<file path="src/rtl/seq_det_pkg.sv">
// Shared constants for the programmable sequence detector: active-low
// 7-segment hex glyphs and the power-up detector configuration.
package seq_det_pkg;

  // {g,f,e,d,c,b,a}, segment lit when 0
  localparam logic [6:0] SEG_HEX_0 = 7'b1000000;
  localparam logic [6:0] SEG_HEX_1 = 7'b1111001;
  localparam logic [6:0] SEG_HEX_2 = 7'b0100100;
  localparam logic [6:0] SEG_HEX_3 = 7'b0110000;
  localparam logic [6:0] SEG_HEX_4 = 7'b0011001;
  localparam logic [6:0] SEG_HEX_5 = 7'b0010010;
  localparam logic [6:0] SEG_HEX_6 = 7'b0000010;
  localparam logic [6:0] SEG_HEX_7 = 7'b1111000;
  localparam logic [6:0] SEG_HEX_8 = 7'b0000000;
  localparam logic [6:0] SEG_HEX_9 = 7'b0010000;
  localparam logic [6:0] SEG_HEX_A = 7'b0001000;
  localparam logic [6:0] SEG_HEX_B = 7'b0000011;
  localparam logic [6:0] SEG_HEX_C = 7'b1000110;
  localparam logic [6:0] SEG_HEX_D = 7'b0100001;
  localparam logic [6:0] SEG_HEX_E = 7'b0000110;
  localparam logic [6:0] SEG_HEX_F = 7'b0001110;
  localparam logic [6:0] SEG_BLANK = 7'b1111111;

  // Power-up behaviour matches the legacy fixed "101" overlapping detector
  localparam int   DEF_PATTERN = 5;
  localparam int   DEF_LEN     = 3;
  localparam logic DEF_OVERLAP = 1'b1;

endpackage

</file>
<file path="src/rtl/seq_detector_prog_if.sv">
// Serial data, configuration and status bundle of the sequence detector.
interface seq_detector_prog_if #(
  parameter int MAX_LEN = 8,
  parameter int CNT_W   = 8,
  parameter int LEN_W   = $clog2(MAX_LEN + 1)
);
  logic               serial_in;
  logic               in_valid;
  logic               cfg_load;
  logic [MAX_LEN-1:0] cfg_pattern;
  logic [LEN_W-1:0]   cfg_len;
  logic               cfg_overlap;
  logic               detected;
  logic [CNT_W-1:0]   match_count;
  logic               count_sat;
  logic               cfg_err;
  logic [6:0]         seg_out;

  modport master (
    output serial_in, in_valid, cfg_load, cfg_pattern, cfg_len, cfg_overlap,
    input  detected, match_count, count_sat, cfg_err, seg_out
  );

  modport slave (
    input  serial_in, in_valid, cfg_load, cfg_pattern, cfg_len, cfg_overlap,
    output detected, match_count, count_sat, cfg_err, seg_out
  );
endinterface

</file>
<file path="src/rtl/seq_detector_prog_hex_to_seg7.sv">
// Combinational hex digit to active-low 7-segment decoder.
module hex_to_seg7
  import seq_det_pkg::*;
(
  input  logic [3:0] hex,
  output logic [6:0] seg
);

  always_comb begin
    seg = SEG_BLANK;
    unique case (hex)
      4'h0: seg = SEG_HEX_0;
      4'h1: seg = SEG_HEX_1;
      4'h2: seg = SEG_HEX_2;
      4'h3: seg = SEG_HEX_3;
      4'h4: seg = SEG_HEX_4;
      4'h5: seg = SEG_HEX_5;
      4'h6: seg = SEG_HEX_6;
      4'h7: seg = SEG_HEX_7;
      4'h8: seg = SEG_HEX_8;
      4'h9: seg = SEG_HEX_9;
      4'hA: seg = SEG_HEX_A;
      4'hB: seg = SEG_HEX_B;
      4'hC: seg = SEG_HEX_C;
      4'hD: seg = SEG_HEX_D;
      4'hE: seg = SEG_HEX_E;
      4'hF: seg = SEG_HEX_F;
    endcase
  end

endmodule

</file>
<file path="src/rtl/seq_detector_prog.sv">
// Runtime-programmable serial pattern detector with a saturating match
// counter shown on an active-low 7-segment hex digit.
module seq_detector_prog
  import seq_det_pkg::*;
#(
  parameter int MAX_LEN = 8,
  parameter int CNT_W   = 8
) (
  input  logic              clk,
  input  logic              rst,
  seq_detector_prog_if.slave bus
);

  localparam int LEN_W = $clog2(MAX_LEN + 1);
  localparam logic [LEN_W-1:0] MAX_LEN_V = LEN_W'(MAX_LEN);
  localparam logic [CNT_W-1:0] CNT_MAX   = '1;

  logic [MAX_LEN-1:0] act_pattern, act_pattern_n;
  logic [LEN_W-1:0]   act_len, act_len_n;
  logic               act_overlap, act_overlap_n;
  logic [MAX_LEN-1:0] history, history_n, hist_shift;
  logic [LEN_W-1:0]   bits_seen, bits_seen_n, seen_inc;
  logic               detected_q, detected_n;
  logic [CNT_W-1:0]   cnt_q, cnt_n;
  logic               sat_q, sat_n;
  logic               err_q, err_n;
  logic [6:0]         seg_q, seg_n;
  logic               cfg_ok, match;

  function automatic logic [MAX_LEN-1:0] len_mask(input logic [LEN_W-1:0] len);
    logic [MAX_LEN-1:0] m;
    for (int i = 0; i < MAX_LEN; i++) m[i] = (i < int'(len));
    return m;
  endfunction

  always_comb begin
    hist_shift = {history[MAX_LEN-2:0], bus.serial_in};
    seen_inc   = (bits_seen == MAX_LEN_V) ? bits_seen : bits_seen + 1'b1;
    cfg_ok     = (bus.cfg_len != '0) && (bus.cfg_len <= MAX_LEN_V);
    // bits_seen gate stops a match against zero-filled history after a clear
    match      = (seen_inc >= act_len) &&
                 ((hist_shift & len_mask(act_len)) == act_pattern);
  end

  always_comb begin
    act_pattern_n = act_pattern;
    act_len_n     = act_len;
    act_overlap_n = act_overlap;
    history_n     = history;
    bits_seen_n   = bits_seen;
    detected_n    = 1'b0;
    cnt_n         = cnt_q;
    sat_n         = sat_q;
    err_n         = err_q;

    if (bus.cfg_load) begin
      history_n   = '0;
      bits_seen_n = '0;
      cnt_n       = '0;
      sat_n       = 1'b0;
      err_n       = !cfg_ok;
      if (cfg_ok) begin
        act_pattern_n = bus.cfg_pattern & len_mask(bus.cfg_len);
        act_len_n     = bus.cfg_len;
        act_overlap_n = bus.cfg_overlap;
      end
    end else if (bus.in_valid) begin
      history_n   = hist_shift;
      bits_seen_n = seen_inc;
      if (match) begin
        detected_n = 1'b1;
        if (cnt_q != CNT_MAX) cnt_n = cnt_q + 1'b1;
        if (!act_overlap) bits_seen_n = '0;
      end
      sat_n = sat_q | (cnt_n == CNT_MAX);
    end
  end

  // Decode the next count so the display lands in the same edge as the count
  hex_to_seg7 u_hex_to_seg7 (
    .hex (cnt_n[3:0]),
    .seg (seg_n)
  );

  always_ff @(posedge clk or posedge rst) begin
    if (rst) begin
      act_pattern <= MAX_LEN'(DEF_PATTERN);
      act_len     <= LEN_W'(DEF_LEN);
      act_overlap <= DEF_OVERLAP;
      history     <= '0;
      bits_seen   <= '0;
      detected_q  <= 1'b0;
      cnt_q       <= '0;
      sat_q       <= 1'b0;
      err_q       <= 1'b0;
      seg_q       <= SEG_HEX_0;
    end else begin
      act_pattern <= act_pattern_n;
      act_len     <= act_len_n;
      act_overlap <= act_overlap_n;
      history     <= history_n;
      bits_seen   <= bits_seen_n;
      detected_q  <= detected_n;
      cnt_q       <= cnt_n;
      sat_q       <= sat_n;
      err_q       <= err_n;
      seg_q       <= seg_n;
    end
  end

  assign bus.detected    = detected_q;
  assign bus.match_count = cnt_q;
  assign bus.count_sat   = sat_q;
  assign bus.cfg_err     = err_q;
  assign bus.seg_out     = seg_q;

endmodule

</file>
<file path="src/flat_wrapper.sv">
// flat-port wrapper written by rule: the top's interface ports become plain ports
module seq_detector_prog_flat import seq_det_pkg::*;
#(
  parameter int MAX_LEN = 8,
  parameter int CNT_W   = 8
)
  (clk, rst, bus_serial_in, bus_in_valid, bus_cfg_load, bus_cfg_pattern, bus_cfg_len, bus_cfg_overlap, bus_detected, bus_match_count, bus_count_sat, bus_cfg_err, bus_seg_out);
  seq_detector_prog_if #(.MAX_LEN(MAX_LEN), .CNT_W(CNT_W)) bus_i ();
  input  logic clk;
  input  logic rst;
  input wire logic [$bits(bus_i.serial_in)-1:0] bus_serial_in;
  input wire logic [$bits(bus_i.in_valid)-1:0] bus_in_valid;
  input wire logic [$bits(bus_i.cfg_load)-1:0] bus_cfg_load;
  input wire logic [$bits(bus_i.cfg_pattern)-1:0] bus_cfg_pattern;
  input wire logic [$bits(bus_i.cfg_len)-1:0] bus_cfg_len;
  input wire logic [$bits(bus_i.cfg_overlap)-1:0] bus_cfg_overlap;
  output wire logic [$bits(bus_i.detected)-1:0] bus_detected;
  output wire logic [$bits(bus_i.match_count)-1:0] bus_match_count;
  output wire logic [$bits(bus_i.count_sat)-1:0] bus_count_sat;
  output wire logic [$bits(bus_i.cfg_err)-1:0] bus_cfg_err;
  output wire logic [$bits(bus_i.seg_out)-1:0] bus_seg_out;
  assign bus_i.serial_in = bus_serial_in;
  assign bus_i.in_valid = bus_in_valid;
  assign bus_i.cfg_load = bus_cfg_load;
  assign bus_i.cfg_pattern = bus_cfg_pattern;
  assign bus_i.cfg_len = bus_cfg_len;
  assign bus_i.cfg_overlap = bus_cfg_overlap;
  assign bus_detected = bus_i.detected;
  assign bus_match_count = bus_i.match_count;
  assign bus_count_sat = bus_i.count_sat;
  assign bus_cfg_err = bus_i.cfg_err;
  assign bus_seg_out = bus_i.seg_out;
  seq_detector_prog #(.MAX_LEN(MAX_LEN), .CNT_W(CNT_W)) u_core (.clk(clk), .rst(rst), .bus(bus_i));
endmodule
</file>
<file path="config.mk">
export PLATFORM = sky130hd
export DESIGN_NAME = seq_detector_prog_flat
export DESIGN_NICKNAME = d
export VERILOG_FILES = /design/src/rtl/seq_det_pkg.sv /design/src/rtl/seq_detector_prog_if.sv /design/src/rtl/seq_detector_prog_hex_to_seg7.sv /design/src/rtl/seq_detector_prog.sv /design/src/flat_wrapper.sv
export SDC_FILE = /design/constraint.sdc
export NUM_CORES = 1
export LEC_CHECK = 0
export CAP_MARGIN = 30
export CORE_MARGIN = 4
export CORE_UTILIZATION = 30
export DETAILED_ROUTE_END_ITERATION = 6
export GPL_ROUTABILITY_DRIVEN = 0
export PLACE_DENSITY_LB_ADDON = 0.3
export SLEW_MARGIN = 10
export SYNTH_ARGS = -nofsm -noshare
export SYNTH_HDL_FRONTEND = slang
export SYNTH_SLANG_ARGS = --single-unit
export TNS_END_PERCENT = 20
</file>
<file path="constraint.sdc">
create_clock -name clk -period 7.25 [get_ports clk]
set_input_delay 1.0875 -clock clk [delete_from_list [all_inputs] [get_ports clk]]
set_output_delay 1.0875 -clock clk [all_outputs]
set_load 0.02 [all_outputs]
</file>
# == Yosys cells after proc, flatten, opt, wreduce, memory -nomap -nowiden ==
# Memories as Yosys holds them, arrays and structs flattened. A register that Yosys moved wholly into a read port is not among the register bits.
# Cells that the tools add are included.
# op_classes
reduce_logical,6
n_bitwise,3
n_mul,0
eq_ne,4
n_addsub,2
order_cmp,18
div_mod_pow,0
mux,18
shift,0
# op_table
cell,n
two-way mux 8 bit,6
< comparator 3 x 4 -> 1 bit (first input constant),8
two-way mux 4 bit,5
AND 8 bit,2
< comparator 1 x 4 -> 1 bit (first input constant),4
< comparator 2 x 4 -> 1 bit (first input constant),4
two-way mux 7 bit,2
adder 8 x 1 -> 8 bit (second input constant),1
equality test 8 bit,1
equality test 8 bit (second input constant),1
!= test 8 bit (second input constant),1
two-way mux 1 bit,5
adder 4 x 1 -> 4 bit (second input constant),1
equality test 4 bit (second input constant),1
>= comparator 4 bit,1
<= comparator 4 bit (second input constant),1
nonzero test 4 bit,1
logical AND 1 bit,2
AND reduction 2 bit,1
nonzero test 2 bit,1
zero test 1 bit,1
OR 1 bit,1
# totals
in_bits,18
latch_bits,0
reg_bits,35
rom_bits,112
n_memories,1
mem_bits_rw,0
# mem_list
name,words,width,rd,rd_ports_with_merged_regs,write_ports,line,rtl
(no name shown),16,7,1,1,0,seq_detector_prog_hex_to_seg7.sv:11,unique case (hex)

# == Longest topological paths before layout ==
# Gate-level depths: netlist of run 1.
# depth
word_depth,11
depth_mapped,19
depth_no_buf,18

# == Cells and area by module ==
# A second synthesis of run 1 with hierarchy kept.
# hier_totals
hier_cells,277
hier_area_um2,2637.5
# modules_own_cells
module,area_each_um2,n_inst,cells_each
seq_detector_prog,2376.0,1,246
hex_to_seg7,261.5,1,31

# == Worst setup path before layout of run 1 ==
# No wires, ideal clock.
# synth_path
kind,input to register
from,in bus_serial_in
to,"reg u_core.seg_q[5], in the netlist u_core.bus.seg_out[5]"
stages,11
required_time_ps,7129
setup_ps,121
path_slack_ps,3631
n_path_buf,1
arrival_time_ps,3498
path_cell_list,o41ai_2 > and2_2 > or4b_4 > or4_1 > buf_2 > mux2_4 > ha_1 > inv_1 > nor2_1 > o21bai_1 > a22o_1
# synth_between
elab_chain_cells,8
# synth_lines
item,line,rtl
"start, declared",flat_wrapper.sv:11,input wire logic [$bits(bus_i.serial_in)-1:0] bus_serial_in;
AND 8 bit,seq_detector_prog.sv:42,((hist_shift & len_mask(act_len)) == act_pattern);
equality test 8 bit,seq_detector_prog.sv:42,
logical AND 1 bit,seq_detector_prog.sv:41,match = (seen_inc >= act_len) &&
two-way mux 8 bit,seq_detector_prog.sv:70,if (match) begin
two-way mux 8 bit,seq_detector_prog.sv:67,end else if (bus.in_valid) begin
two-way mux 8 bit,seq_detector_prog.sv:56,if (bus.cfg_load) begin
two-way mux 8 bit,seq_detector_prog.sv:67,
two-way mux 8 bit,seq_detector_prog.sv:56,
net u_core.cnt_n[0],seq_detector_prog.sv:24,"logic [CNT_W-1:0] cnt_q, cnt_n;"
"end, declared",seq_detector_prog.sv:27,"logic [6:0] seg_q, seg_n;"
# The timed path passes the listed nets, and every way through them passes these cells. The select of a mux whose other input is x is not followed.
# A chain may end at the register's enable or synchronous reset.

# == Final worst setup path of run 1 ==
# layout_path
from,in bus_in_valid
to,"reg u_core.seg_q[5], in the netlist u_core.bus.seg_out[5]"
# layout_between
elab_chain_cells,2
# layout_lines
item,line,rtl
"start, declared",flat_wrapper.sv:12,input wire logic [$bits(bus_i.in_valid)-1:0] bus_in_valid;
two-way mux 8 bit,seq_detector_prog.sv:67,
two-way mux 8 bit,seq_detector_prog.sv:56,
# Every way passes these cells. The select of a mux whose other input is x is not followed.

==> results.cfg, run 1 <==
[final_layout]
multiInputGateArea_mm2 = 0.001546
most-common-layout-cells = 36 x dfrtp_1, 35 x clkdlybuf4s50_1, 34 x nand2_1
fin_nets = 371
stdcell_area_mm2 = 0.003326
nFillCells = 896
final_common_cell = dfrtp_1
diodes = 0
drive_gt1_share_pct = 9.384
fin_cells = 449
final-seq-area_mm2 = 0.001059
areaGrowthSynthToFinish_pct = 19.78

[power]
peakVddDrop_v = 0.0001086
leakagePower_nw = 1.411
powerDensity_mw_per_mm2 = 183.2

[route]
dr.first_iter.drc_count = 137
ant_nets = 0
via_per_inst = 5.218
wl_per_cell_um = 14.25
drtPass1Iterations = 5
finalWirelength_um = 6397
drc = 0
vias = 2343

[die]
rows = 34
num_io_pins = 36
die_y_um = 104.2
initial_core_util_pct = 31.38
coreArea_mm2 = 0.008848
die_x_um = 104.2
dieArea_mm2 = 0.01086

[worst_setup_path]
max_stage_delay_ns = 0.85
arrival_ns = 4.47
critPathSlowestCell = clkdlybuf4s50_1
cp.required_ns = 7.44
critPathLaunchType = input pin
critical_path.top_delay_family = simple AND/OR/NAND/NOR gates
cp_num_buf_inv = 1
critPathKind = in2reg
timing.critical_path.cells = clkdlybuf4s50_1, a21bo_2, or4b_2, nor4_1, mux2i_1, nor2_1, o21bai_1, a22o_1
crit_path_end_kind = register
cp_max_fo = 12

[sta]
worst_slack_ns = 2.976
rsz0062_at_grt = false
slew_headroom_pct = 35.66
period_share_pct = 58.95
hold_viol = 0
fmaxAchievable_ghz = 0.2340
final_period_minus_worst_setup_slack_ns = 4.274
worst_pin_slew_ns = 0.9407
maxSlewViolCount = 0
fin_tns_setup_ns = 0
setup_viol = 0
holdWs_ns = 0.5117
skew_ns = 0.007628

[yosys]
synthArstFlopShare_pct = 100.0
yosysWarnings = 0
syn_area_per_cell_um2 = 8.899
synth_area_mm2 = 0.002776
synth_cells = 312
yosysUniqueCellTypes = 63
synth.net_count = 343
ys_seq_area_share_pct = 38.13
synthFlopType = dfrtp_1
synth_edf_count = 0
ys_ff_latch = 42

[global_routing]
grt_pass1_wl_um = 10690
grt_pass1_vias = 2163
antenna_found_initial = 0
grt_usage_pct = 11.93
grt_max_degree = 43
grt_remaining_overflow = 0

[place]
dp_hpwl_um = 4673
pre_cts_ws_ns = 2.681
numPortBuffers = 35
place_area_mm2 = 0.003188
dp_cells = 441

[clock_network]
cts_tree = yes
htree_levels = 2
clk_pin_slew_worst_paths_ns = 0.09
numCtsBuffers = 5
root_buffer = clkbuf_8
cts_hold_buf = 0
clock_latency_ns = 0.30
cts.repair.resized = 0
cts.path.max_buffers = 2
post_cts_buffers = 0
clkSinkCount = 42

[hold_path]
hold_class = reg2reg

[run]
cap_viol_max_count = 0

[run_status]
status = finished clean
[cell type report]
class | instances | share of cell area, %
well taps | 108 | 4.063
repair buffers | 37 | 10.99
flip-flops and latches | 42 | 31.83
clock buffers | 5 | 2.069
multi-input cells | 232 | 46.50
inverters | 22 | 2.483
clock inverters | 3 | 2.069
[cell usage after synthesis (all sizes together), types with 7 or more instances]
library cell	number	area, um^2
o21ai	25	125.1
nor2	26	97.59
clkbuf	9	33.78
a21oi	10	50.05
nor3	10	50.05
buf	7	55.05
inv	22	82.58
nand2	34	127.6
nand3	10	50.05
dfrtp	36	900.9
ha	13	162.7
mux2i	12	120.1
[final timing paths]
path                                                    from                                end  slack [ns]  cells past startpoint
hold reg to reg            u_core.act_pattern[7]$_DFFE_PP0P_  u_core.act_pattern[7]$_DFFE_PP0P_        0.51                      2
hold / removal             u_core.act_pattern[7]$_DFFE_PP0P_  u_core.act_pattern[7]$_DFFE_PP0P_        0.51                      2
setup reg to reg             u_core.bits_seen[0]$_DFFE_PP0P_    u_core.bus.seg_out[3]$_DFF_PP0_        3.10                     18
setup / recovery                                bus_in_valid    u_core.bus.seg_out[5]$_DFF_PP0_        2.98                      8
max in group asynchronous                                rst     u_core.act_overlap$_DFFE_PP1P_        5.65                      3
min in group asynchronous                                rst    u_core.bus.seg_out[0]$_DFF_PP0_        1.22                      3
[sequential cells by signal (all words and copies together) (netlist names)]
register                flops
u_core.bits_seen            4
u_core.act_len              4
u_core.act_pattern          8
u_core.bus.cfg_err          1
u_core.bus.seg_out          7
u_core.bus.match_count      8
u_core.bus.detected         1
u_core.act_overlap          1
u_core.history              7
u_core.bus.count_sat        1
[through the flow]
stage	total power, mW	util [%]
5_1_grt	0.6456	37.58
3_3_place_gp	0.3862	36.03
4_1_cts	0.6173	37.58
3_5_place_dp	0.3893	36.03
6_report	0.6094	37.58
2_1_floorplan	0.3550	-
[logic make-up (layout without fill, tap and decap cells)]
logic type / after synthesis / in the layout / synth area share [%]
AOI/OAI and AO/OA: 77 / 77 / 19.42
xor gates and xnor gates: 8 / 8 / 2.524
adders and majority gates: 13 / 13 / 5.859
buffers and inverters: 38 / 67 / 6.174
DFF: 42 / 42 / 38.13
muxes: 16 / 16 / 6.084
and+or+nand+nor: 118 / 118 / 21.81
[where the power goes]
part | total, mW | switching, mW | internal, mW | leakage (nW)
Clock | 0.225 | 0.0868 | 0.138 | 0.0683
Combinational | 0.105 | 0.0553 | 0.0497 | 0.796
Sequential | 0.280 | 0.0265 | 0.253 | 0.547
[worst reg2reg max path, cell delays in order (launching register included)]
cell,delay (ns)
dfrtp_1,0.40
inv_1,0.08
ha_1,0.19
nand2_1,0.08
nor2_1,0.05
xnor2_1,0.24
ha_1,0.28
nand2b_1,0.14
a2111oi_0,0.85
or4b_4,0.28
or4_1,0.28
mux2i_1,0.14
nor2_1,0.27
inv_1,0.14
ha_1,0.22
inv_1,0.11
nand2_1,0.05
o21ai_0,0.10
mux2i_1,0.10
[metal layers]
layer | up-vias | part of all wire [%] | track usage (%) | wire, um
met4 | 0 | 1.9 | 4.463 | 121
met5 | - | 0 | 0 | 0
met2 | 41 | 46 | 18.94 | 2963
li1 | 1175 | - | - | -
met1 | 1118 | 49 | 16.10 | 3120
met3 | 9 | 3.0 | 2.297 | 191
Power figures use the tool's default switching activity.
==> inputs of run 2 (changes only) <==
==> constraint.sdc (replaced) <==
create_clock -name clk -period 4.07 [get_ports clk]
set_input_delay 0.6105 -clock clk [delete_from_list [all_inputs] [get_ports clk]]
set_output_delay 0.6105 -clock clk [all_outputs]
set_load 0.02 [all_outputs]
==> run 2 against run 1 <==
Via count rose by 0.73%. Core utilization is 0.099 points higher. Final area increased by 0.26%.
==> results.cfg, run 2 (same netlist as run 1, synthesis figures left out) <==
[clock_network]
clock_latency_ns = 0.30
clkSinkCount = 42
post_cts_buffers = 0
htree_levels = 2
numCtsBuffers = 5
clk_pin_slew_worst_paths_ns = 0.08
cts.path.max_buffers = 2
cts_tree = yes
cts.repair.resized = 0
root_buffer = clkbuf_8
cts_hold_buf = 0

[sta]
slew_headroom_pct = 53.31
hold_viol = 0
fmaxAchievable_ghz = 0.2673
maxSlewViolCount = 0
worst_pin_slew_ns = 0.6982
skew_ns = 0.01029
worst_slack_ns = 0.3288
period_share_pct = 91.92
final_period_minus_worst_setup_slack_ns = 3.741
fin_tns_setup_ns = 0
holdWs_ns = 0.5019
setup_viol = 0

[route]
drc = 0
drtPass1Iterations = 4
ant_nets = 0
via_per_inst = 5.221
finalWirelength_um = 6302
vias = 2360
wl_per_cell_um = 13.94
dr.first_iter.drc_count = 119

[die]
die_y_um = 104.2
initial_core_util_pct = 31.38
die_x_um = 104.2
dieArea_mm2 = 0.01086
num_io_pins = 36
coreArea_mm2 = 0.008848
rows = 34

[final_layout]
nFillCells = 890
stdcell_area_mm2 = 0.003334
diodes = 0
fin_nets = 374
final_common_cell = dfrtp_1
final_util_pct = 37.68
most-common-layout-cells = 36 x dfrtp_1, 35 x clkdlybuf4s50_1, 34 x nand2_1
areaGrowthSynthToFinish_pct = 20.10
drive_gt1_share_pct = 10.76
multiInputGateArea_mm2 = 0.001556
fin_cells = 452
final-seq-area_mm2 = 0.001059

[worst_setup_path]
cpMostUsedCell = ha_1
arrival_ns = 3.96
max_stage_delay_ns = 0.56
cp.required_ns = 4.29
cp_max_fo = 7
critPathSlowestCell = or4_4
critPathKind = reg2reg
critPathLaunchType = register
timing.critical_path.cells = inv_1, ha_1, nand2_1, nor2_1, xnor2_1, ha_1, nand2b_1, a2111oi_2, or4b_4, or4_4, mux2_4, ha_1, inv_1, nor2_1, o41ai_1, nand2_1
critical_path.top_delay_family = simple AND/OR/NAND/NOR gates
cp_num_buf_inv = 2
crit_path_end_kind = register

[place]
place_area_mm2 = 0.003211
dp_cells = 444
pre_cts_ws_ns = 0.1722
dp_hpwl_um = 4632
numPortBuffers = 35

[global_routing]
met3_usage_pct = 1.924
grt_usage_pct = 11.87
antenna_found_initial = 0
grt_max_degree = 43
grt_pass1_vias = 2231
grt_use_met1_pct = 16.56
grt_remaining_overflow = 0
grt_busiest_layer = met2
gr-usage-met2_pct = 18.57
grt_pass1_wl_um = 10870

[power]
leakagePower_nw = 1.409
netSwitchingFraction_pct = 29.26
combPwrFrac_pct = 18.8
power.share.clock_pct = 32.8
finalPower_mw = 1.025
p_int_uw = 725.3
power_switching_uw = 300.0
powerDensity_mw_per_mm2 = 307.5
peakVddDrop_v = 0.0001402
p_seq_share_pct = 48.5

[hold_path]
hold_class = reg2reg

[run]
cap_viol_max_count = 0

[run_status]
status = finished clean
[run 2: changes by cell type in the layout (fill, tap and decap cells not counted), sizes merged]
cell	delta
buf	+3
clkinvlp	+2
bufinv	-1
clkinv	-1
[run 2: power by group through the flow]
stage	clock network, mW	registers (mW)	logic (mW)
after floorplan	0	0.482	0.151
after global placement	0	0.504	0.182
after detailed placement	0	0.504	0.187
after CTS	0.348	0.496	0.188
after global routing	0.364	0.502	0.216
final	0.336	0.497	0.192
[run 2: per-layer routing]
layer  wire length (um)  part of all wire (%)  vias to the layer above
met5                  0                     0                        -
met4                114                   1.8                        0
met3                231                   3.7                        9
met2               2829                    45                       53
met1               3126                    50                     1111
li1                   -                     -                     1187
[run 2: path summary, 6_finish.rpt]
kind	cells after the start	start	to	slack [ns]
max	16	u_core.bits_seen[0]$_DFFE_PP0P_	u_core.bus.seg_out[6]$_DFF_PP1_	0.33
min	1	u_core.bus.cfg_err$_DFFE_PP0P_	u_core.bus.cfg_err$_DFFE_PP0P_	0.50
max reg2reg	16	u_core.bits_seen[0]$_DFFE_PP0P_	u_core.bus.seg_out[6]$_DFF_PP1_	0.33
min reg2reg	1	u_core.bus.cfg_err$_DFFE_PP0P_	u_core.bus.cfg_err$_DFFE_PP0P_	0.50
max in group asynchronous	3	rst	u_core.act_pattern[0]$_DFFE_PP1P_	2.94
min in group asynchronous	3	rst	u_core.bus.seg_out[1]$_DFF_PP0_	0.74
[run 2: area by class of cell]
class | instances | area share, %
Multi-Input combinational cell | 232 | 46.68
Tap cell | 108 | 4.053
Inverter | 22 | 2.477
Clock inverter | 3 | 1.351
Sequential cell | 42 | 31.74
Clock buffer | 5 | 2.064
Timing Repair Buffer | 40 | 11.63
[run 2: worst register-to-register path, stage by stage (launching register included)]
cell	delay, ns
dfrtp_1	0.42
inv_1	0.11
ha_1	0.15
nand2_1	0.06
nor2_1	0.13
xnor2_1	0.11
ha_1	0.28
nand2b_1	0.11
a2111oi_2	0.08
or4b_4	0.51
or4_4	0.56
mux2_4	0.36
ha_1	0.22
inv_1	0.05
nor2_1	0.06
o41ai_1	0.38
nand2_1	0.09
